==> src/rtl/scan7seg_mux_if.sv <==
// Display-data load channel for scan7seg_mux: front-panel logic is master, the scanner is slave.
interface scan7seg_mux_if #(parameter int DIGITS = 4);
  logic                  load;
  logic                  ready;
  logic [4*DIGITS-1:0]   digits_in;
  logic [DIGITS-1:0]     dp_in;
  logic [DIGITS-1:0]     blank_in;

  modport master (output load, digits_in, dp_in, blank_in, input ready);
  modport slave  (input load, digits_in, dp_in, blank_in, output ready);
endinterface

==> src/rtl/scan7seg_mux.sv <==
// Multiplexed 7-segment scanner: hex decode, dp, blanking, PWM, double-buffered loads.
// Define SCAN7SEG_LZ_BLANK_EN to suppress leading-zero digits.
module scan7seg_dec (
    input  logic [3:0] nib,
    output logic [6:0] segs
);
    always_comb begin
        segs = 7'b0000000;
        case (nib)
            4'h0: segs = 7'b1111110;
            4'h1: segs = 7'b0110000;
            4'h2: segs = 7'b1101101;
            4'h3: segs = 7'b1111001;
            4'h4: segs = 7'b0110011;
            4'h5: segs = 7'b1011011;
            4'h6: segs = 7'b1011111;
            4'h7: segs = 7'b1110000;
            4'h8: segs = 7'b1111111;
            4'h9: segs = 7'b1111011;
            4'hA: segs = 7'b1110111;
            4'hB: segs = 7'b0011111;
            4'hC: segs = 7'b1001110;
            4'hD: segs = 7'b0111101;
            4'hE: segs = 7'b1001111;
            4'hF: segs = 7'b1000111;
            default: segs = 7'b0000000;
        endcase
    end
endmodule

module scan7seg_mux #(
    parameter int DIGITS     = 4,
    parameter int PRESCALE_W = 12,
    parameter int DUTY_W     = 3
) (
    input  logic              clk,
    input  logic              rst_n,
    scan7seg_mux_if.slave     bus,
    input  logic [DUTY_W-1:0] brightness,
    output logic [7:0]        seg,
    output logic [DIGITS-1:0] way
);
    localparam int IDX_W = (DIGITS > 1) ? $clog2(DIGITS) : 1;

    typedef struct packed {
        logic [DIGITS-1:0][3:0] dig;
        logic [DIGITS-1:0]      dp;
        logic [DIGITS-1:0]      blank;
    } disp_t;

    logic [PRESCALE_W-1:0]  pre;
    logic [IDX_W-1:0]       idx;
    logic                   pend;
    disp_t                  pend_d, shad;
    logic [DIGITS-1:0][6:0] dec;
    logic [DIGITS-1:0]      lz;
    logic                   wrap, frame_end, lit;
    logic [DUTY_W-1:0]      phase;

    assign wrap      = &pre;
    assign frame_end = wrap && (idx == IDX_W'(DIGITS-1));
    assign phase     = pre[PRESCALE_W-1 -: DUTY_W];
    assign bus.ready = ~pend;

    for (genvar i = 0; i < DIGITS; i++) begin : g_dec
        scan7seg_dec u_dec (.nib(shad.dig[i]), .segs(dec[i]));
    end

`ifdef SCAN7SEG_LZ_BLANK_EN
    // Walk down from the top digit; digit 0 is never suppressed so "0" still shows.
    always_comb begin
        logic run;
        lz  = '0;
        run = 1'b1;
        for (int i = DIGITS-1; i > 0; i--) begin
            run   = run & (shad.dig[i] == 4'h0);
            lz[i] = run;
        end
    end
`else
    assign lz = '0;
`endif

    assign lit = !shad.blank[idx] && (phase <= brightness);

    always_ff @(posedge clk or negedge rst_n) begin
        if (!rst_n) begin
            pre <= '0;
            idx <= '0;
        end else begin
            pre <= pre + 1'b1;
            if (wrap) idx <= frame_end ? '0 : idx + IDX_W'(1);
        end
    end

    // Copy wins over capture; both can never apply in one cycle since capture needs pend=0.
    always_ff @(posedge clk or negedge rst_n) begin
        if (!rst_n) begin
            pend   <= 1'b0;
            pend_d <= '0;
            shad   <= '{dig: '0, dp: '0, blank: '1};
        end else if (frame_end && pend) begin
            pend <= 1'b0;
            shad <= pend_d;
        end else if (bus.load && !pend) begin
            pend   <= 1'b1;
            pend_d <= '{dig: bus.digits_in, dp: bus.dp_in, blank: bus.blank_in};
        end
    end

    always_ff @(posedge clk or negedge rst_n) begin
        if (!rst_n) begin
            seg <= '0;
            way <= '0;
        end else begin
            way <= {{(DIGITS-1){1'b0}}, 1'b1} << idx;
            seg <= lit ? {dec[idx] & ~{7{lz[idx]}}, shad.dp[idx]} : 8'h00;
        end
    end
endmodule

==> src/flat_wrapper.sv <==
// flat-port wrapper written by rule: the top's interface ports become plain ports
module scan7seg_mux_flat 
#(
    parameter int DIGITS     = 4,
    parameter int PRESCALE_W = 12,
    parameter int DUTY_W     = 3
)
  (clk, rst_n, brightness, seg, way, bus_load, bus_digits_in, bus_dp_in, bus_blank_in, bus_ready);
  scan7seg_mux_if #(.DIGITS(DIGITS)) bus_i ();
  input  logic clk;
  input  logic rst_n;
  input  logic [DUTY_W-1:0] brightness;
  output logic [7:0] seg;
  output logic [DIGITS-1:0] way;
  input wire logic [$bits(bus_i.load)-1:0] bus_load;
  input wire logic [$bits(bus_i.digits_in)-1:0] bus_digits_in;
  input wire logic [$bits(bus_i.dp_in)-1:0] bus_dp_in;
  input wire logic [$bits(bus_i.blank_in)-1:0] bus_blank_in;
  output wire logic [$bits(bus_i.ready)-1:0] bus_ready;
  assign bus_i.load = bus_load;
  assign bus_i.digits_in = bus_digits_in;
  assign bus_i.dp_in = bus_dp_in;
  assign bus_i.blank_in = bus_blank_in;
  assign bus_ready = bus_i.ready;
  scan7seg_mux #(.DIGITS(DIGITS), .PRESCALE_W(PRESCALE_W), .DUTY_W(DUTY_W)) u_core (.clk(clk), .rst_n(rst_n), .bus(bus_i), .brightness(brightness), .seg(seg), .way(way));
endmodule
==> config.mk <==
export PLATFORM = sky130hd
export DESIGN_NAME = scan7seg_mux_flat
export DESIGN_NICKNAME = d
export VERILOG_FILES = /design/src/rtl/scan7seg_mux_if.sv /design/src/rtl/scan7seg_mux.sv /design/src/flat_wrapper.sv
export SDC_FILE = /design/constraint.sdc
export NUM_CORES = 1
export LEC_CHECK = 0
export CAP_MARGIN = 20
export CORE_MARGIN = 5
export CORE_UTILIZATION = 25
export DETAILED_ROUTE_END_ITERATION = 8
export PLACE_DENSITY = 0.53
export SLEW_MARGIN = 10
export SYNTH_ARGS = -nofsm -noshare
export SYNTH_HDL_FRONTEND = slang
export SYNTH_SLANG_ARGS = --single-unit
==> constraint.sdc <==
create_clock -name clk -period 2.2 [get_ports clk]
set_clock_uncertainty 0.2 [all_clocks]
set_input_delay 0.44 -clock clk [delete_from_list [all_inputs] [get_ports clk]]
set_output_delay 0.44 -clock clk [all_outputs]
set_load 0.1 [all_outputs]
==> impl_summary.txt <==
----------------------------------------------------
[Routing]
  Top layer reached by signal wires ... met4
  Routed wire length ... 8580 um
  First drt pass iteration count ... 4
  Average wire per cell in the routed design ... 14.1 um
  Detailed-route vias per instance ... 4.38
  Met1 routed wirelength after detailed routing ... 4170 um
  First DRT Iteration DRCs ... 182
  DRC ... 0
  Detail Route met2 WL ... 4010 um
  Routed wl met3 ... 307 um
  DRT antenna net count ... 0
  Via count ... 2669

[CTS]
  Buffers from clock root to sink, at most ... 2
  Clock insertion delay at the later pin of the skew report ... 0.34 ns
  Number of buffers created by CTS ... 9
  Count of H-tree levels built during CTS ... 3
  CTS tree ... yes
  Post-CTS clock slew at the launch and capture registers of the worst setup and hold paths ... 0.06 ns
  Clock root buffer ... sky130_fd_sc_hd__clkbuf_16
  Sinks on Clock Net ... 75

[Synth]
  Yosys warnings ... 0
  Cell with the most instances after synthesis ... sky130_fd_sc_hd__dfrtp_1
  Seq/Total Area, Yosys ... 45.3%
  Total of flip-flops plus latches after synthesis ... 75
  Synth cell count leaders ... sky130_fd_sc_hd__dfrtp_1 (71), sky130_fd_sc_hd__ha_1 (32), sky130_fd_sc_hd__mux2_2 (30)
  Synth top area share ... 42.8%
  Largest cells by area after synthesis ... sky130_fd_sc_hd__dfrtp_1 (43%), sky130_fd_sc_hd__ha_1 (9.6%), sky130_fd_sc_hd__mux2_2 (8.1%)
  Most common flop cell mapped by yosys ... sky130_fd_sc_hd__dfrtp_1
  Number of enable flip-flop cells after synthesis ... 0
  Total nets after synthesis ... 398
  Biggest area consumer among synthesized cells ... sky130_fd_sc_hd__dfrtp_1
  Number of standard cells after synthesis ... 336
  Synth Cell Area ... 4150 um^2
  Count of different cell masters after synthesis ... 45
  Average instance area after synthesis ... 12.4 um^2
  Proportion of synthesized flip-flops having asynchronous set or reset ... 100%

[Setup path]
  CP Class ... input pin to register
  Capturing point of the worst reg2reg path ... u_core.shad[9]
  CP Capture Type ... register
  WP data required ... 2.25 ns
  Reg2Reg Launch Point ... u_core.pre[0]
  Crit path DAT ... 2.16 ns
  FF-to-FF path depth ... 6
  Worst setup slack for register-to-register paths ... 0.14 ns
  Worst setup SP type ... input pin
  Crit-path max FO ... 4

[Power and ir drop]
  Power density over cell area ... 650 nW/um^2
  Worst supply voltage drop on vdd ... 277 uV
  Power after layout ... 3380 uW
  Leak pwr ... 0.00225 uW

[Hold path]
  Kind of path behind the tightest hold check ... register to register
  Start point of the worst hold path ... u_core.pre[4]
  Endpoint of the worst hold-timing path ... u_core.pre[4]
  WHS Path Cells ... 1

[Run]
  Max Cap Violations ... 0

[Placed design]
  Number of buffers added on ports ... 42
  Global placer's final weighted congestion ... 0.744
  Post-place instance area ... 4810 um^2
  Post-DP HPWL ... 6350 um
  Post-Place Setup Slack ... -0.508 ns

[STA]
  Post-route clock period utilization ... 95.9%
  Final Hold Vio Count ... 0
  Setup TNS ... 0 ns
  Worst Max-Slew Pin Slew ... 0.483 ns
  RSZ-0062 raised after global routing ... no
  Maximum clock frequency ... 474 MHz
  Worst setup slack after layout ... 0.0908 ns
  # setup viols final ... 0
  Max_slew headroom ... 67.8%
  Post-layout min period ... 2.11 ns
  Final Max Slew Viols ... 0

[Floorplanning]
  Die H ... 139 um
  DIE AREA ... 19300 um^2
  Std cell rows ... 47
  Number of placed I/O pins ... 43
  Horizontal die dimension ... 139 um
  Initial Utilization ... 25.2%
  Core footprint ... 16500 um^2

[Cells and area]
  Area added between synthesis and finish ... 25.3%
  Final design utilization ... 31.6%
  Fill cells ... 1687
  Antenna cells ... 0
  Finished Cell Area ... 5200 um^2
  # nets final ... 446
  Fraction of final layout cells sized beyond drive strength 1 ... 28.8%

[GRT]
  Via count of the first global-routing pass ... 2807
  Overall fraction of global-route tracks in use ... 9.30%
  First-pass GRT wire length ... 14500 um
  Antenna violations before repair ... 0
  GR Overflow Total ... 0
  Largest net degree at the start of global routing ... 39

[Run status]
  Status ... finished, final reports clean

----------------------------------------------------
[timing repair]
| action | CTS | global route |
|---|---|---|
| pin swaps | 0 | 0 |
| gates resized for setup | 2 | 3 |
| setup endpoints to repair | 6 | 3 |
| setup buffers | 2 | 0 |
| hold buffers | 1 | 0 |
| endpoints found under the hold margin | 19 | 0 |
[power by group]
group	internal, uW	leakage (uW)	switching [uW]
clock	1140	0.000170	573
combinational	105	0.00115	89.0
sequential	1440	0.000935	30.5
total	2690	0.00225	693
[cell usage in the layout (no fill, tap or decap), types with 5 or more instances in the layout]
| cell | netlist | layout |
|---|---|---|
| sky130_fd_sc_hd__mux2_2 | 30 | 30 |
| sky130_fd_sc_hd__nor3_1 | 9 | 7 |
| sky130_fd_sc_hd__inv_1 | 20 | 20 |
| sky130_fd_sc_hd__nor2_1 | 13 | 13 |
| sky130_fd_sc_hd__clkbuf_16 | 0 | 9 |
| sky130_fd_sc_hd__mux2i_1 | 8 | 8 |
| sky130_fd_sc_hd__o21ai_0 | 8 | 7 |
| sky130_fd_sc_hd__ha_1 | 32 | 32 |
| sky130_fd_sc_hd__nand2_1 | 19 | 19 |
| sky130_fd_sc_hd__mux2_4 | 19 | 19 |
| sky130_fd_sc_hd__xnor2_1 | 7 | 7 |
| sky130_fd_sc_hd__a221oi_1 | 6 | 6 |
| sky130_fd_sc_hd__dfrtp_1 | 71 | 71 |
| sky130_fd_sc_hd__nand3_1 | 5 | 5 |
| sky130_fd_sc_hd__clkdlybuf4s50_1 | 0 | 28 |
| sky130_fd_sc_hd__mux4_2 | 7 | 7 |
| sky130_fd_sc_hd__buf_4 | 1 | 23 |
| sky130_fd_sc_hd__nor2b_1 | 11 | 10 |
[worst max path at each step]
| stage | startpoint | to | slack, ns |
|---|---|---|---|
| after detailed placement | brightness[1] | u_core.seg[2] | -0.51 |
| after floorplan | u_core.pre[0] | u_core.shad[10] | 0.24 |
| after global routing | brightness[1] | u_core.seg[7] | 0.003 |
| final | brightness[1] | u_core.seg[4] | 0.09 |
| after CTS | brightness[1] | u_core.seg[4] | 0.05 |
| after global placement | brightness[1] | u_core.seg[2] | -0.43 |
[logic make-up after synthesis]
logic type,after synthesis,share of synthesized area [%]
buffers and inverters,40,5.24
muxes,64,20.7
DFF,75,45.3
and+or+nand+nor,72,9.10
xor gates and xnor gates,10,2.11
adders and majority gates,32,9.64
AOI/OAI and AO/OA,43,7.89
[through the flow]
step           std cells  hold WS (ns)
2_1_floorplan        336       -0.0556
3_3_place_gp         590         0.154
3_5_place_dp         590         0.153
4_1_cts              609         0.276
5_1_grt              609         0.296
6_report             609         0.273
[registers in the layout, summed over array words and instances, names as in the netlist]
name and flops:
u_core.idx 2, u_core.pend 1, u_core.pend_d 24, u_core.pre 12, u_core.seg 8, u_core.shad 24
u_core.way 4
[worst max-delay path, stage by stage]
cell and delay (ns):
sky130_fd_sc_hd__clkdlybuf4s50_1 0.45, sky130_fd_sc_hd__inv_1 0.04, sky130_fd_sc_hd__ha_1 0.29, sky130_fd_sc_hd__nor2b_1 0.13, sky130_fd_sc_hd__o21a_1 0.17, sky130_fd_sc_hd__o21ai_2 0.14
sky130_fd_sc_hd__nand2b_1 0.14, sky130_fd_sc_hd__buf_4 0.18, sky130_fd_sc_hd__nor3_2 0.17
[metal layers]
metal | vias to the layer above | global-route usage, %
met5 | - | 0
met4 | 0 | 2.57
met3 | 9 | 3.28
met2 | 44 | 14.3
met1 | 1328 | 12.5
li1 | 1288 | -
[area by class of cell]
| cell class | instances | area, um^2 | area share (%) |
|---|---|---|---|
| multi-input combinational | 221 | 2080 | 39.9 |
| clock inverter | 5 | 108 | 2.07 |
| timing repair buffer | 56 | 543 | 10.4 |
| clock buffer | 11 | 243 | 4.66 |
| inverter | 21 | 78.8 | 1.51 |
| tap | 220 | 275 | 5.29 |
| sequential | 75 | 1880 | 36.2 |
No activity file was read; power rests on OpenSTA's default activity.
